--- src/rtl/adpcm_playback_fifo.sv ---
// Stereo playback buffer between the ADPCM decoder and the mixer: per-channel sample FIFOs,
// fixed-rate frame release, mono duplication and 2x linear interpolation for half-rate coding.
module adpcm_playback_fifo #(
  parameter int DEPTH_LOG2 = 5
) (
  input  logic                clk,
  input  logic                reset_n,
  input  logic [15:0]         in_sample,
  input  logic                in_write,
  output logic                in_strobe,
  input  logic                in_channel,
  input  logic                coding_mono,
  input  logic                coding_half,
  input  logic                flush,
  input  logic                sample_tick,
  output logic [15:0]         out_left,
  output logic [15:0]         out_right,
  output logic                out_valid,
  output logic                underrun,
  output logic [DEPTH_LOG2:0] level
);

  localparam int                    DEPTH    = 2 ** DEPTH_LOG2;
  localparam logic [DEPTH_LOG2:0]   CNT_FULL = (DEPTH_LOG2 + 1)'(DEPTH);
  localparam logic [DEPTH_LOG2:0]   CNT_ZERO = {(DEPTH_LOG2 + 1){1'b0}};
  localparam logic [DEPTH_LOG2:0]   CNT_ONE  = (DEPTH_LOG2 + 1)'(1);
  localparam logic [DEPTH_LOG2-1:0] PTR_ZERO = {DEPTH_LOG2{1'b0}};
  localparam logic [DEPTH_LOG2-1:0] PTR_ONE  = DEPTH_LOG2'(1);

  logic [15:0]           mem_l_q [DEPTH];
  logic [15:0]           mem_r_q [DEPTH];
  logic [DEPTH_LOG2-1:0] wr_l_q, wr_l_d, rd_l_q, rd_l_d;
  logic [DEPTH_LOG2-1:0] wr_r_q, wr_r_d, rd_r_q, rd_r_d;
  logic [DEPTH_LOG2:0]   cnt_l_q, cnt_l_d, cnt_r_q, cnt_r_d;
  logic                  strobe_q, strobe_d;
  logic [15:0]           out_l_q, out_l_d, out_r_q, out_r_d;
  logic [15:0]           prev_l_q, prev_l_d, prev_r_q, prev_r_d;
  logic                  valid_q, valid_d;
  logic                  under_q, under_d;
  logic                  phase_q, phase_d;

  logic                  empty_l_s, empty_r_s, frame_s, pop_s;
  logic                  push_l_s, push_r_s, space_l_s, space_r_s, space_ok_s;
  logic [15:0]           head_l_s, head_r_s, interp_l_s, interp_r_s;
  logic [16:0]           sum_l_s, sum_r_s;

  // Occupancy, handshake and pop/push decisions.
  always_comb begin
    empty_l_s  = (cnt_l_q == CNT_ZERO);
    empty_r_s  = (cnt_r_q == CNT_ZERO);
    frame_s    = !empty_l_s && !empty_r_s;
    pop_s      = sample_tick && !flush && frame_s && !(coding_half && phase_q);
    push_l_s   = strobe_q && !flush && (coding_mono || !in_channel);
    push_r_s   = strobe_q && !flush && (coding_mono || in_channel);
    // A full FIFO popping this cycle has room by the time the strobe cycle writes.
    space_l_s  = (cnt_l_q != CNT_FULL) || pop_s;
    space_r_s  = (cnt_r_q != CNT_FULL) || pop_s;
    if (coding_mono) begin
      space_ok_s = space_l_s && space_r_s;
    end else if (in_channel) begin
      space_ok_s = space_r_s;
    end else begin
      space_ok_s = space_l_s;
    end
    strobe_d   = in_write && !strobe_q && !flush && space_ok_s;
    head_l_s   = mem_l_q[rd_l_q];
    head_r_s   = mem_r_q[rd_r_q];
    sum_l_s    = {prev_l_q[15], prev_l_q} + {head_l_s[15], head_l_s};
    sum_r_s    = {prev_r_q[15], prev_r_q} + {head_r_s[15], head_r_s};
    interp_l_s = sum_l_s[16:1];
    interp_r_s = sum_r_s[16:1];
  end

  // Pointer and occupancy next state.
  always_comb begin
    if (flush) begin
      wr_l_d  = PTR_ZERO;
      rd_l_d  = PTR_ZERO;
      wr_r_d  = PTR_ZERO;
      rd_r_d  = PTR_ZERO;
      cnt_l_d = CNT_ZERO;
      cnt_r_d = CNT_ZERO;
    end else begin
      wr_l_d = push_l_s ? (wr_l_q + PTR_ONE) : wr_l_q;
      wr_r_d = push_r_s ? (wr_r_q + PTR_ONE) : wr_r_q;
      rd_l_d = pop_s ? (rd_l_q + PTR_ONE) : rd_l_q;
      rd_r_d = pop_s ? (rd_r_q + PTR_ONE) : rd_r_q;
      case ({push_l_s, pop_s})
        2'b10:   cnt_l_d = cnt_l_q + CNT_ONE;
        2'b01:   cnt_l_d = cnt_l_q - CNT_ONE;
        default: cnt_l_d = cnt_l_q;
      endcase
      case ({push_r_s, pop_s})
        2'b10:   cnt_r_d = cnt_r_q + CNT_ONE;
        2'b01:   cnt_r_d = cnt_r_q - CNT_ONE;
        default: cnt_r_d = cnt_r_q;
      endcase
    end
  end

  // Output frame, interpolation phase and underrun next state.
  always_comb begin
    out_l_d  = out_l_q;
    out_r_d  = out_r_q;
    prev_l_d = prev_l_q;
    prev_r_d = prev_r_q;
    valid_d  = 1'b0;
    under_d  = under_q;
    phase_d  = phase_q;
    if (flush) begin
      out_l_d = 16'h0000;
      out_r_d = 16'h0000;
      under_d = 1'b0;
      phase_d = 1'b0;
    end else if (sample_tick) begin
      valid_d = 1'b1;
      if (coding_half && phase_q) begin
        out_l_d = empty_l_s ? prev_l_q : interp_l_s;
        out_r_d = empty_r_s ? prev_r_q : interp_r_s;
        phase_d = 1'b0;
      end else if (frame_s) begin
        out_l_d  = head_l_s;
        out_r_d  = head_r_s;
        prev_l_d = head_l_s;
        prev_r_d = head_r_s;
        phase_d  = coding_half;
      end else begin
        under_d = 1'b1;
      end
    end else begin
      valid_d = 1'b0;
    end
  end

  // Sample storage; contents need no reset since occupancy gates every read.
  always_ff @(posedge clk) begin
    if (push_l_s) mem_l_q[wr_l_q] <= in_sample;
    if (push_r_s) mem_r_q[wr_r_q] <= in_sample;
  end

  // State registers.
  always_ff @(posedge clk or negedge reset_n) begin
    if (!reset_n) begin
      wr_l_q   <= PTR_ZERO;
      rd_l_q   <= PTR_ZERO;
      wr_r_q   <= PTR_ZERO;
      rd_r_q   <= PTR_ZERO;
      cnt_l_q  <= CNT_ZERO;
      cnt_r_q  <= CNT_ZERO;
      strobe_q <= 1'b0;
      out_l_q  <= 16'h0000;
      out_r_q  <= 16'h0000;
      prev_l_q <= 16'h0000;
      prev_r_q <= 16'h0000;
      valid_q  <= 1'b0;
      under_q  <= 1'b0;
      phase_q  <= 1'b0;
    end else begin
      wr_l_q   <= wr_l_d;
      rd_l_q   <= rd_l_d;
      wr_r_q   <= wr_r_d;
      rd_r_q   <= rd_r_d;
      cnt_l_q  <= cnt_l_d;
      cnt_r_q  <= cnt_r_d;
      strobe_q <= strobe_d;
      out_l_q  <= out_l_d;
      out_r_q  <= out_r_d;
      prev_l_q <= prev_l_d;
      prev_r_q <= prev_r_d;
      valid_q  <= valid_d;
      under_q  <= under_d;
      phase_q  <= phase_d;
    end
  end

  assign in_strobe = strobe_q;
  assign out_left  = out_l_q;
  assign out_right = out_r_q;
  assign out_valid = valid_q;
  assign underrun  = under_q;
  assign level     = cnt_l_q;

endmodule

--- config.mk ---
export PLATFORM = sky130hd
export DESIGN_NAME = adpcm_playback_fifo
export DESIGN_NICKNAME = d
export VERILOG_FILES = /design/src/rtl/adpcm_playback_fifo.sv
export SDC_FILE = /design/constraint.sdc
export NUM_CORES = 1
export LEC_CHECK = 0
export CAP_MARGIN = 20
export CORE_MARGIN = 1.5
export CORE_UTILIZATION = 40
export CTS_BUF_LIST = sky130_fd_sc_hd__clkbuf_16
export CTS_CLUSTER_SIZE = 16
export DETAILED_ROUTE_END_ITERATION = 8
export GPL_TIMING_DRIVEN = 1
export SKIP_CTS_REPAIR_TIMING = 1
export SYNTH_ARGS = -nofsm -noshare
export SYNTH_HDL_FRONTEND = slang
export SYNTH_SLANG_ARGS = --single-unit
--- constraint.sdc ---
create_clock -name clk -period 4.85 [get_ports clk]
set_input_delay 0.485 -clock clk [delete_from_list [all_inputs] [get_ports clk]]
set_output_delay 0.485 -clock clk [all_outputs]
set_load 0.01 [all_outputs]
# Word-level counts from Yosys, hierarchy flattened
# Memory sizes are Yosys's and may differ from the RTL's.
# Cells that the tools add are included.
# Widths: inputs -> output; s select.
[word_totals]
reg_bits = 100
mem_bits_rw = 1024
input_bits = 24
output_inout_bits = 41
memories = 2
[classes]
add_sub_neg = 10
n_eq_ne = 8
n_mux = 38
bitwise = 2
n_reduce_logical = 34
[mem_list]
columns = ["name", "words", "width", "read_ports", "rd_ports_with_merged_regs", "write_ports", "line", "text"]
rows = [
  ["mem_l_q", 32, 16, 1, 0, 1, "30", "logic [15:0] mem_l_q [DEPTH];"],
  ["mem_r_q", 32, 16, 1, 0, 1, "31", "logic [15:0] mem_r_q [DEPTH];"],
]
[op_table]
columns = ["operator", "count"]
rows = [
  ["$mux 16", 10],
  ["$mux 5", 8],
  ["$add 16x16->17", 2],
  ["$pmux 6 s2", 2],
  ["$add 5x1->5 const B", 4],
  ["$mux 1", 16],
  ["$add 6x1->6 const B", 2],
  ["$logic_and 1x1->1", 12],
  ["$logic_not 6->1", 2],
  ["$mux 6", 2],
  ["$ne 6x6->1 const B", 2],
  ["$sub 6x1->6 const B", 2],
  ["$reduce_bool 3->1", 3],
  ["$reduce_bool 2->1", 4],
  ["$logic_not 1->1", 6],
  ["$eq 2x1->1 const B", 2],
  ["$eq 2x2->1 const B", 2],
  ["$logic_or 1x1->1", 4],
  ["$ne 2x2->1 const B", 2],
  ["$reduce_and 4->1", 1],
  ["$reduce_and 3->1", 1],
  ["$not 1->1", 2],
  ["$reduce_and 2->1", 1],
]

# Longest topological paths before layout
[logic_depth]
ltp_word = 9
ltp_mapped = 19
mapped_depth_nobuf = 15

# Least setup slack after synthesis
# No wires, ideal clock.
[synth_timing]
kind = "register -> register"
from = "reg rd_r_q[1]"
to = "reg out_r_q[11], in the netlist out_right[11]"
t_arrival_ns = 4.221
required_time_ns = 4.729
setup_slack_ns = 0.508
stages_incl_launch_ff = 17
path_buffers = 3
period_less_slack_ns = 4.342
cell_sequence = "dfrtp_1 > buf_2 > buf_1 > clkbuf_1 > mux4_2 > mux4_2 > mux2_2 > fa_1 > a21o_1 > a21oi_1 > o21bai_1 > a31o_2 > a311oi_1 > xor2_1 > o21ai_0 > o211ai_1 > nand2_1"
[synth_between]
elab_chain_len = 6
[synth_lines]
columns = ["element", "line", "text"]
rows = [
  ["from (decl)", "33", "logic [DEPTH_LOG2-1:0] wr_r_q, wr_r_d, rd_r_q, rd_r_d;"],
  ["from (signal assigned)", "162", "rd_r_q <= rd_r_d;"],
  ["$mem_v2 32x16", "--", ""],
  ["named net head_r_s[1]", "44", "logic [15:0] head_l_s, head_r_s, interp_l_s, interp_r_s;"],
  ["$add 16x16->17", "69", "sum_r_s = {prev_r_q[15], prev_r_q} + {head_r_s[15], head_r_s};"],
  ["$mux 16", "119", "out_r_d = empty_r_s ? prev_r_q : interp_r_s;"],
  ["$mux 16", "117", "if (coding_half && phase_q) begin"],
  ["$mux 16", "115", "end else if (sample_tick) begin"],
  ["$mux 16", "110", "if (flush) begin"],
  ["to (signal assigned)", "167", "out_r_q <= out_r_d;"],
  ["to (decl)", "36", "logic [15:0] out_l_q, out_l_d, out_r_q, out_r_d;"],
]
# The timed path passes the listed nets, and every way through them passes these cells. The select of a mux whose other input is x is not followed.
# A chain may end at the register's enable or synchronous reset.

# Worst setup path in the final report
[layout_timing]
from = "reg rd_l_q[0]"
to = "reg out_l_q[12], in the netlist out_left[12]"
[layout_between]
elab_chain_len = 6
[layout_lines]
columns = ["element", "line", "text"]
rows = [
  ["from (decl)", "32", "logic [DEPTH_LOG2-1:0] wr_l_q, wr_l_d, rd_l_q, rd_l_d;"],
  ["from (signal assigned)", "160", "rd_l_q <= rd_l_d;"],
  ["$mem_v2 32x16", "--", ""],
  ["named net head_l_s[6]", "44", ""],
  ["$add 16x16->17", "68", "sum_l_s = {prev_l_q[15], prev_l_q} + {head_l_s[15], head_l_s};"],
  ["$mux 16", "118", "out_l_d = empty_l_s ? prev_l_q : interp_l_s;"],
  ["$mux 16", "117", ""],
  ["$mux 16", "115", ""],
  ["$mux 16", "110", ""],
  ["to (signal assigned)", "166", "out_l_q <= out_l_d;"],
  ["to (decl)", "36", ""],
]
# The timed path passes the listed nets, and every way through them passes these cells. The select of a mux whose other input is x is not followed.

==> results.yml <==
floorplanning:
  io_pins: 65
  die-width_um: 340.2
  start_util_pct: 40.38
  dieArea_um2: 115800
  rows: 123
  core-area_um2: 112700
  die_h_um: 340.2
placement:
  routabilityCongestion: 0.8543
  dp_cells: 3893
  place_area_um2: 48730
  hpwl_um: 64800
  place_ws_ns: 0.2592
  io_buffers: 64
hold_path:
  hp-class: "input port to flip-flop"
grt:
  grt_use_total_pct: 18.86
  grt_pass1_wl_um: 161100
  grt_max_degree: 65
  antenna_found_initial: 8
  grt_pass1_vias: 23910
  overflow: 0
route:
  via_count: 23190
  via_per_inst: 5.642
  routed_wl_um: 108900
  ant_nets: 0
  drt_iter0_drc: 2341
  post_drt_wl_per_cell_um: 26.50
  first_pass_iters: 5
  route.detailed.drc: 0
sta:
  fin_skew_ns: 0.02592
  finalMaxSlewViolations: 0
  min_period_ns: 4.584
  relSlewSlack_pct: 33.63
  hold_viol: 0
  worstMarginPinSlew_ns: 0.9932
  rsz0062_at_grt: "no"
  hold-worst-slack_ns: 0.2165
  setup_violations: 0
  max_clock_freq_ghz: 0.2182
  finalCritPeriodShare_pct: 94.51
  setup_ws_ns: 0.2663
  setup_tns_ns: 0
pwr:
  power.share.combinational_pct: 4.2
  switchingPower_mw: 4.144
  swShare_pct: 20.74
  ir_drop_uv: 278.8
  p_leak_nw: 17.16
  p_int_mw: 15.83
  power_frac_seq_pct: 53.5
  finalPower_mw: 19.98
  clockPowerShare_pct: 42.3
  p_per_area_nw_per_um2: 380.3
final_layout:
  final_layout_size_suffix_gt1_share_pct: 27.18
  fin_area_um2: 52530
  final_util_pct: 46.63
  layout_commonest_cell: "edfxtp_1"
  stdcell_count: 4110
  nets: 2596
  area_growth_pct: 15.47
  final_cell_mix: "1,024 x edfxtp_1, 314 x mux4_2, 145 x nand2_1"
status:
  outcome: "finished, final reports clean"
setup_path:
  critPathSlowestCell: "dfrtp_4"
  path_class: "flip-flop to flip-flop"
  worst_ep_arrival_time_ns: 5.16
  path_max_fanout: 29
  cp_slowest_stage_delay_ns: 0.57
  crit_path_cell_trace: "buf_12, buf_4, mux4_2, mux4_2, mux2_2, ha_1, a21oi_1, o21ai_0, a21o_1, a21oi_1, o21bai_1, nor4_1, mux2i_1, a32o_1"
  crit_required_ns: 5.43
  critPathLaunchType: "flip-flop"
  end_kind: "flip-flop"
cts:
  clkSinkCount: 1124
  cts_max_level: 3
  clkLatencyLatePin_ns: 0.69
  path_clk_slew_ns: 0.07
  cts_tree: "done"
  cts_buffer_depth: 3
  clockRootBuffer: "clkbuf_16"
  cts_buffers: 107
synth:
  synth_area_per_cell_um2: 19.73
  syn_inst: 2306
  syn_area_um2: 45490
  yosysSeqAreaShare_pct: 73.10
  ys.flop_type: "edfxtp_1"
  synth-seq-cells: 1124
  ys_types: 60
  synth_nets: 2382
  ys_warn_count: 0
  synth_edf_count: 1024
  synth-async-reset-ratio_pct: 8.897
job:
  maxCapViolations: 0
## kinds of logic (layout without fill, tap and decap cells)
family	Yosys count	in the layout	share of synthesized area [%]
adder cells (fa/ha/maj)	52	52	1.496
other	0	1	0
multiplexers	362	362	16.65
AND/OR/NAND/NOR	350	350	3.380
XOR/XNOR	44	44	0.8472
buffers and inverters	150	453	1.384
flip-flops	1124	1124	73.10
AO/OA/AOI/OAI	224	224	3.138
## cell usage after synthesis, types with 10 or more instances
library cell / number / area, µm²
a21o_1: 22 / 165.2
edfxtp_1: 1024 / 30750
mux2i_1: 29 / 290.3
dfrtp_1: 100 / 2502
xnor2_1: 18 / 157.7
clkbuf_1: 68 / 255.2
nor3_1: 12 / 60.06
buf_1: 17 / 63.81
ha_1: 48 / 600.6
buf_2: 29 / 145.1
nand4_1: 11 / 68.82
inv_1: 29 / 108.9
o211ai_1: 16 / 120.1
mux4_2: 314 / 7072
mux2_2: 19 / 214.0
a21oi_1: 60 / 300.3
a22oi_1: 10 / 75.07
o21ai_0: 61 / 305.3
xor2_1: 26 / 227.7
nor2_1: 113 / 424.2
nand2_1: 145 / 544.3
o21bai_1: 10 / 75.07
nand3_1: 24 / 120.1
## flip-flops by register name (all words and copies together) (netlist names)
signal     cells
out_right     16
cnt_r_q        6
mem_l_q      512
out_valid      1
phase_q        1
out_left      16
rd_r_q         5
wr_l_q         5
rd_l_q         5
underrun       1
in_strobe      1
wr_r_q         5
prev_r_q      16
prev_l_q      16
mem_r_q      512
level          6
## power by group through the flow
stage / Combinational (mW) / Clock (mW) / Sequential (mW)
2_1_floorplan: 0.474 / 0 / 10.9
3_3_place_gp: 0.783 / 0 / 10.9
3_5_place_dp: 0.811 / 0 / 10.9
4_1_cts: 0.815 / 8.60 / 10.7
5_1_grt: 0.920 / 8.98 / 10.7
6_report: 0.837 / 8.45 / 10.7
## critical path, delay by kind of cell, from the launching register on
family / cells / cell delay [ns]
flip-flops: 1 / 0.57
multiplexers: 4 / 1.53
AND/OR/NAND/NOR: 1 / 0.17
buffers and inverters: 2 / 0.76
adder cells (fa/ha/maj): 1 / 0.39
AO/OA/AOI/OAI: 6 / 1.03
## cell type report
type                            count  area (µm²)
Antenna cell                        1       2.502
Multi-Input combinational cell   1032       11710
Tap cell                         1500        1877
Timing Repair Buffer              225        2007
Clock buffer                      108        2703
Clock inverter                     90       850.8
Sequential cell                  1124       33270
Fill cell                        9343       60130
Inverter                           30       112.6
## routing by layer
layer  wire length [µm]  GRT usage, %
met3               7331         2.681
met1              46880         26.86
met4               2126         4.944
met5                 56             0
met2              52540         30.66
## worst paths after layout
path | from | endpoint | slack (ns) | cells past startpoint
max | rd_l_q[0] | out_left[12] | 0.27 | 14
min | in_sample[10] | mem_r_q[10][10] | 0.22 | 1
max reg2reg | rd_l_q[0] | out_left[12] | 0.27 | 14
min reg2reg | out_right[12] | out_right[12] | 0.48 | 2
max in group asynchronous | reset_n | prev_r_q[13] | 3.24 | 3
min in group asynchronous | reset_n | out_left[3] | 0.44 | 2
Power figures use the tool's default switching activity.
